===== config.mk =====
export PLATFORM = sky130hd
export DESIGN_NAME = loom_axi4_burst_mst
export DESIGN_NICKNAME = d
export VERILOG_FILES = /design/src/rtl/loom_axi4_pkg.sv /design/src/rtl/loom_axi4_burst_mst.sv
export SDC_FILE = /design/constraint.sdc
export NUM_CORES = 1
export LEC_CHECK = 0
export BUFFER_PORTS_ARGS = -buffer_cell sky130_fd_sc_hd__buf_2
export CAP_MARGIN = 20
export CORE_AREA = 8 8 317 319
export CTS_CLUSTER_SIZE = 30
export DETAILED_ROUTE_END_ITERATION = 8
export DIE_AREA = 0 0 325 327
export SYNTH_ARGS = -nofsm -noshare
export SYNTH_HDL_FRONTEND = slang
export SYNTH_SLANG_ARGS = --single-unit

===== constraint.sdc =====
create_clock -name clk_i -period 2.15 [get_ports clk_i]
set_input_delay 0.1075 -clock clk_i [delete_from_list [all_inputs] [get_ports clk_i]]
set_output_delay 0.1075 -clock clk_i [all_outputs]
set_load 0.05 [all_outputs]

===== src/rtl/loom_axi4_pkg.sv =====
// rtl/loom_axi4_pkg.sv - shared AXI4 encodings and helpers for Loom AXI masters
package loom_axi4_pkg;

    localparam logic [1:0] RESP_OKAY   = 2'b00;
    localparam logic [1:0] RESP_EXOKAY = 2'b01;
    localparam logic [1:0] RESP_SLVERR = 2'b10;
    localparam logic [1:0] RESP_DECERR = 2'b11;

    localparam logic [1:0] BURST_FIXED = 2'b00;
    localparam logic [1:0] BURST_INCR  = 2'b01;
    localparam logic [1:0] BURST_WRAP  = 2'b10;

    localparam logic [3:0] CACHE_DEFAULT = 4'b0011;
    localparam logic [2:0] PROT_DEFAULT  = 3'b000;

    // AxSIZE encoding for a full-width beat of data_width bits
    function automatic logic [2:0] size_from_width(input int unsigned data_width);
        int unsigned bytes;
        logic [2:0]  sz;
        bytes = data_width / 8;
        sz    = 3'd0;
        for (int i = 0; i < 8; i++) begin
            if ((32'd1 << i) == bytes) begin
                sz = i[2:0];
            end
        end
        return sz;
    endfunction

endpackage


===== src/rtl/loom_axi4_burst_mst.sv =====
// rtl/loom_axi4_burst_mst.sv - single-outstanding AXI4 INCR burst master for Loom agents
module loom_axi4_burst_mst
    import loom_axi4_pkg::*;
#(
    parameter int unsigned         ID_WIDTH   = 4,
    parameter int unsigned         DATA_WIDTH = 128,
    parameter logic [ID_WIDTH-1:0] AXI_ID     = '0
) (
    input  logic                    clk_i,
    input  logic                    rst_i,

    input  logic                    cmd_valid_i,
    output logic                    cmd_ready_o,
    input  logic                    cmd_write_i,
    input  logic [63:0]             cmd_addr_i,
    input  logic [7:0]              cmd_len_i,

    input  logic [DATA_WIDTH-1:0]   wdata_i,
    input  logic [DATA_WIDTH/8-1:0] wstrb_i,
    input  logic                    wvalid_i,
    output logic                    wready_o,

    output logic [DATA_WIDTH-1:0]   rdata_o,
    output logic [1:0]              rresp_o,
    output logic                    rlast_o,
    output logic                    rvalid_o,
    input  logic                    rready_i,

    output logic                    done_valid_o,
    input  logic                    done_ready_i,
    output logic [1:0]              done_resp_o,
    output logic                    busy_o,

    output logic [ID_WIDTH-1:0]     m_axi_awid,
    output logic [63:0]             m_axi_awaddr,
    output logic [7:0]              m_axi_awlen,
    output logic [2:0]              m_axi_awsize,
    output logic [1:0]              m_axi_awburst,
    output logic                    m_axi_awlock,
    output logic [3:0]              m_axi_awcache,
    output logic [2:0]              m_axi_awprot,
    output logic                    m_axi_awvalid,
    input  logic                    m_axi_awready,

    output logic [DATA_WIDTH-1:0]   m_axi_wdata,
    output logic [DATA_WIDTH/8-1:0] m_axi_wstrb,
    output logic                    m_axi_wlast,
    output logic                    m_axi_wvalid,
    input  logic                    m_axi_wready,

    input  logic [ID_WIDTH-1:0]     m_axi_bid,
    input  logic [1:0]              m_axi_bresp,
    input  logic                    m_axi_bvalid,
    output logic                    m_axi_bready,

    output logic [ID_WIDTH-1:0]     m_axi_arid,
    output logic [63:0]             m_axi_araddr,
    output logic [7:0]              m_axi_arlen,
    output logic [2:0]              m_axi_arsize,
    output logic [1:0]              m_axi_arburst,
    output logic                    m_axi_arlock,
    output logic [3:0]              m_axi_arcache,
    output logic [2:0]              m_axi_arprot,
    output logic                    m_axi_arvalid,
    input  logic                    m_axi_arready,

    input  logic [ID_WIDTH-1:0]     m_axi_rid,
    input  logic [DATA_WIDTH-1:0]   m_axi_rdata,
    input  logic [1:0]              m_axi_rresp,
    input  logic                    m_axi_rlast,
    input  logic                    m_axi_rvalid,
    output logic                    m_axi_rready
);

    localparam logic [2:0] AXI_SIZE = size_from_width(DATA_WIDTH);

    typedef enum logic [2:0] {
        S_IDLE,
        S_ADDR_W,
        S_DATA_W,
        S_RESP_W,
        S_ADDR_R,
        S_DATA_R,
        S_DONE
    } state_t;

    state_t      state_q, state_d;
    logic [63:0] addr_q, addr_d;
    logic [7:0]  len_q, len_d;
    logic [8:0]  cnt_q, cnt_d;
    logic [1:0]  resp_q, resp_d;
    logic [8:0]  cnt_inc;
    logic [8:0]  beats_exp;
    logic        unused_ids;

    // Only one transaction is ever in flight, so returned IDs carry no information
    assign unused_ids = ^{m_axi_bid, m_axi_rid};

    assign cnt_inc   = (cnt_q == 9'h1FF) ? cnt_q : cnt_q + 9'd1;
    assign beats_exp = {1'b0, len_q} + 9'd1;

    assign m_axi_awid    = AXI_ID;
    assign m_axi_awaddr  = addr_q;
    assign m_axi_awlen   = len_q;
    assign m_axi_awsize  = AXI_SIZE;
    assign m_axi_awburst = BURST_INCR;
    assign m_axi_awlock  = 1'b0;
    assign m_axi_awcache = CACHE_DEFAULT;
    assign m_axi_awprot  = PROT_DEFAULT;

    assign m_axi_arid    = AXI_ID;
    assign m_axi_araddr  = addr_q;
    assign m_axi_arlen   = len_q;
    assign m_axi_arsize  = AXI_SIZE;
    assign m_axi_arburst = BURST_INCR;
    assign m_axi_arlock  = 1'b0;
    assign m_axi_arcache = CACHE_DEFAULT;
    assign m_axi_arprot  = PROT_DEFAULT;

    assign m_axi_wdata = wdata_i;
    assign m_axi_wstrb = wstrb_i;
    assign rdata_o     = m_axi_rdata;
    assign rresp_o     = m_axi_rresp;
    assign rlast_o     = m_axi_rlast;
    assign done_resp_o = resp_q;
    assign busy_o      = (state_q != S_IDLE);

    always_ff @(posedge clk_i or posedge rst_i) begin
        if (rst_i) begin
            state_q <= S_IDLE;
            addr_q  <= '0;
            len_q   <= '0;
            cnt_q   <= '0;
            resp_q  <= RESP_OKAY;
        end else begin
            state_q <= state_d;
            addr_q  <= addr_d;
            len_q   <= len_d;
            cnt_q   <= cnt_d;
            resp_q  <= resp_d;
        end
    end

    always_comb begin
        state_d       = state_q;
        addr_d        = addr_q;
        len_d         = len_q;
        cnt_d         = cnt_q;
        resp_d        = resp_q;
        cmd_ready_o   = 1'b0;
        wready_o      = 1'b0;
        rvalid_o      = 1'b0;
        done_valid_o  = 1'b0;
        m_axi_awvalid = 1'b0;
        m_axi_wvalid  = 1'b0;
        m_axi_wlast   = 1'b0;
        m_axi_bready  = 1'b0;
        m_axi_arvalid = 1'b0;
        m_axi_rready  = 1'b0;

        case (state_q)
            S_IDLE: begin
                cmd_ready_o = ~rst_i;
                if (cmd_valid_i && cmd_ready_o) begin
                    addr_d  = cmd_addr_i;
                    len_d   = cmd_len_i;
                    cnt_d   = '0;
                    resp_d  = RESP_OKAY;
                    state_d = cmd_write_i ? S_ADDR_W : S_ADDR_R;
                end
            end
            S_ADDR_W: begin
                m_axi_awvalid = 1'b1;
                if (m_axi_awready) begin
                    state_d = S_DATA_W;
                end
            end
            S_DATA_W: begin
                m_axi_wvalid = wvalid_i;
                wready_o     = m_axi_wready;
                m_axi_wlast  = (cnt_q == {1'b0, len_q});
                if (wvalid_i && m_axi_wready) begin
                    cnt_d = cnt_inc;
                    if (m_axi_wlast) begin
                        state_d = S_RESP_W;
                    end
                end
            end
            S_RESP_W: begin
                m_axi_bready = 1'b1;
                if (m_axi_bvalid) begin
                    resp_d  = m_axi_bresp;
                    state_d = S_DONE;
                end
            end
            S_ADDR_R: begin
                m_axi_arvalid = 1'b1;
                if (m_axi_arready) begin
                    state_d = S_DATA_R;
                end
            end
            S_DATA_R: begin
                m_axi_rready = rready_i;
                rvalid_o     = m_axi_rvalid;
                if (m_axi_rvalid && rready_i) begin
                    cnt_d  = cnt_inc;
                    resp_d = (m_axi_rresp > resp_q) ? m_axi_rresp : resp_q;
                    if (m_axi_rlast) begin
                        // A short or long burst is reported as a slave error regardless of beat resps
                        if (cnt_inc != beats_exp) begin
                            resp_d = RESP_SLVERR;
                        end
                        state_d = S_DONE;
                    end
                end
            end
            S_DONE: begin
                done_valid_o = 1'b1;
                if (done_ready_i) begin
                    state_d = S_IDLE;
                end
            end
            default: begin
                state_d = S_IDLE;
            end
        endcase
    end

endmodule


==> flow_metrics.env <==
export IMPL_status="finished, final reports clean"
export IMPL_die_width_microns=325
export IMPL_synth_area_leader_cell="buf_4"
export IMPL_grt_max_degree=35
export IMPL_viasPerCell=2.44
export IMPL_p_seq_share_pct=21.0
export IMPL_intPower_mw=5.72
export IMPL_ff2ff_setup_slack_ns=0.009
export IMPL_ant_nets=0
export IMPL_cts_num_sinks=86
export IMPL_p_per_area_nw_per_um2=1730
export IMPL_synth_seq_cells=86
export IMPL_finClkSkew_ns=0.0189
export IMPL_io_pins=835
export IMPL_antenna_found_initial=2
export IMPL_cts_tree="done"
export IMPL_root_buffer="clkbuf_16"
export IMPL_clk_latency_ns=0.39
export IMPL_ff2ff_path_depth=7
export IMPL_seq_area_frac_synth_pct=30.3
export IMPL_placed_cells=1936
export IMPL_utilization_pct=8.99
export IMPL_drtIter0Drc=234
export IMPL_fin_crit_ns=2.14
export IMPL_async_flop_share_pct=100
export IMPL_netlist_area_sq_um=7100
export IMPL_min_path_type="input port to flop"
export IMPL_rows=114
export IMPL_ir_drop_v=0.00125
export IMPL_wl_per_cell_microns=22.0
export IMPL_p_sw_mw=9.12
export IMPL_grt_overflow=0
export IMPL_clock_power_share_pct=11.3
export IMPL_dpl_hpwl_microns=39300
export IMPL_setup_worst_path_end_class="flop"
export IMPL_tightest_slew_ns=0.526
export IMPL_portBuffers=248
export IMPL_synth_top_cell_area_share_pct=40.4
export IMPL_max_cap_viol_count=0
export IMPL_gp_congestion=0.798
export IMPL_cp_required_ns=2.46
export IMPL_reg2reg_to="done_resp_o[0]"
export IMPL_maxSlewHeadroom_pct=64.9
export IMPL_ys_types=58
export IMPL_reg2reg_from="cnt_q[1]"
export IMPL_drive_gt1_share_pct=50.3
export IMPL_synth_area_leaders="buf_4, dfrtp_1, mux2_2"
export IMPL_h_tree_depth=3
export IMPL_numCtsBuffers=9
export IMPL_grt_pass1_wl_microns=56500
export IMPL_hp_start="cmd_write_i"
export IMPL_hold_viol=0
export IMPL_cts_max_path_buffers=2
export IMPL_combPwrFrac_pct=67.6
export IMPL_min_path_cells=4
export IMPL_switching_share_pct=61.5
export IMPL_max_freq_mhz=467
export IMPL_first_pass_iters=4
export IMPL_fin_tns_setup_ns=0
export IMPL_ys_warn_count=0
export IMPL_synthCells=744
export IMPL_rsz0062_at_grt="true"
export IMPL_start_util_pct=7.42
export IMPL_fin_cells=2030
export IMPL_setup_viol=0
export IMPL_dieArea_sq_um=106000
export IMPL_worst_setup_path_type="flop to flop"
export IMPL_worstHoldEndpoint="state_q[2]"
export IMPL_arrival_ns=2.45
export IMPL_cts_clk_slew_worst_paths_ns=0.07
export IMPL_num_vias=4954
export IMPL_place_area_sq_um=7480
export IMPL_grt_pass1_vias=5545
export IMPL_cp_max_fo=6
export IMPL_postRouteWirelength_microns=44600
export IMPL_core_area_sq_um=95700
export IMPL_track_usage_pct=8.03
export IMPL_synth_area_per_cell_sq_um=9.55
export IMPL_p_leak_nw=3.64
export IMPL_syn_to_final_growth_pct=21.1
export IMPL_nets=1122
export IMPL_drc=0
export IMPL_stdcell_area_sq_um=8600
export IMPL_finalMaxSlewViolations=0
export IMPL_synth_edf_count=0
export IMPL_ys_flop_type="dfrtp_1"
export IMPL_cp_start_kind="flop"
export IMPL_die_h_microns=327
export IMPL_finalCritPeriodShare_pct=99.6
-- per-layer routing --
layer / routed length [microns] / share of wire (%) / track usage, % / vias up
met3: 12600 / 28 / 10.9 / 69
met5: 0 / 0 / 0 / -
met2: 21000 / 47 / 13.1 / 639
li1: - / - / - / 2052
met1: 10000 / 23 / 5.07 / 2194
met4: 946 / 2.1 / 2.21 / 0
-- sequential cells by signal, summed over array words and instances (netlist names) --
register      count
done_resp_o       2
m_axi_araddr     64
cnt_q             9
m_axi_arlen       8
state_q           3
-- worst max path at each step --
| stage | from | to | slack (ns) |
|---|---|---|---|
| 2_1_floorplan | state_q[2] | state_q[1] | -0.04 |
| 5_1_grt | m_axi_arlen[6] | m_axi_wlast | -0.07 |
| 6_report | cnt_q[1] | done_resp_o[0] | 0.009 |
| 4_1_cts | m_axi_arlen[6] | m_axi_wlast | -0.18 |
| 3_3_place_gp | cnt_q[0] | done_resp_o[1] | -0.03 |
| 3_5_place_dp | cnt_q[1] | done_resp_o[0] | -0.01 |
-- synth_stat cells (all sizes together), types with 3 or more instances --
cell type	number
clkbuf	9
inv	10
nor3	8
ha	5
mux2i	3
o21ai	7
and3	5
a21boi	3
nor2	30
and4	3
xor2	6
buf	390
dfrtp	86
o22ai	6
nand2b	4
nand3	11
xnor2	14
nand2	15
a22o	4
nand4	6
a21oi	8
mux2	72
nand3b	3
a31oi	4
-- cell usage in the layout, fill, tap and decap left out, types with 6 or more instances in the layout --
master | Yosys | final
clkbuf_16 | 0 | 9
conb_1 | 2 | 34
xnor2_1 | 14 | 12
a21oi_1 | 7 | 7
inv_1 | 9 | 8
nand3_1 | 11 | 10
mux2_2 | 54 | 54
nor2_1 | 30 | 26
dfrtp_1 | 86 | 86
xor2_1 | 6 | 6
buf_2 | 7 | 247
mux2_1 | 18 | 18
dlygate4sd3_1 | 0 | 72
nand2_1 | 15 | 14
buf_4 | 382 | 33
-- power groups by stage --
| stage | Clock [mW] | Combinational, mW | Sequential [mW] |
|---|---|---|---|
| after global placement | 0 | 9.84 | 3.11 |
| after detailed placement | 0 | 9.86 | 3.13 |
| after floorplan | 0 | 7.05 | 5.43 |
| after CTS | 1.78 | 10.1 | 3.12 |
| after global routing | 1.83 | 10.5 | 3.25 |
| final | 1.68 | 10.0 | 3.12 |
-- metrics by stage --
stage	hold slack, ns	worst slack (ns)	total power [mW]
5_1_grt	0.0432	-0.0722	15.6
3_3_place_gp	0.213	-0.0256	12.9
3_5_place_dp	0.211	-0.0141	13.0
2_1_floorplan	0.239	-0.0384	12.5
4_1_cts	0.00475	-0.180	15.0
6_report	0.0591	0.00922	14.8
-- worst max-delay path: stages (launching register included) --
cell,delay (ns)
dfrtp_1,0.41
ha_4,0.18
and4_1,0.22
o22ai_2,0.10
a21bo_1,0.22
a211o_1,0.32
a2111oi_4,0.43
a31o_1,0.20
-- logic make-up after synthesis --
family          after synthesis  share of synthesized area, %
flops                        86                          30.3
simple gates                 93                          6.71
xor+xnor                     20                          2.47
fa+ha+maj                     5                         0.881
compound gates               54                          5.79
buf+inv                     409                          41.9
mux                          75                          11.8
other cells                   2                         0.106
-- cell type report --
| class | instances | area, sq um |
|---|---|---|
| fill | 11000 | 87100 |
| timing repair buffer | 360 | 2340 |
| multi-input combinational | 281 | 2180 |
| sequential | 86 | 2150 |
| tap | 1276 | 1600 |
| clock buffer | 10 | 239 |
| clock inverter | 6 | 52.6 |
| inverter | 10 | 41.3 |
| antenna | 1 | 2.50 |
-- what timing repair did --
item,4_1_cts,5_1_grt
pin swaps,3,5
hold endpoints to repair,91,0
setup endpoints to repair,3,4
buffers inserted,2,3
hold buffers,72,0
resized for setup,8,8
Note: power is estimated with default switching activity, not from simulation.
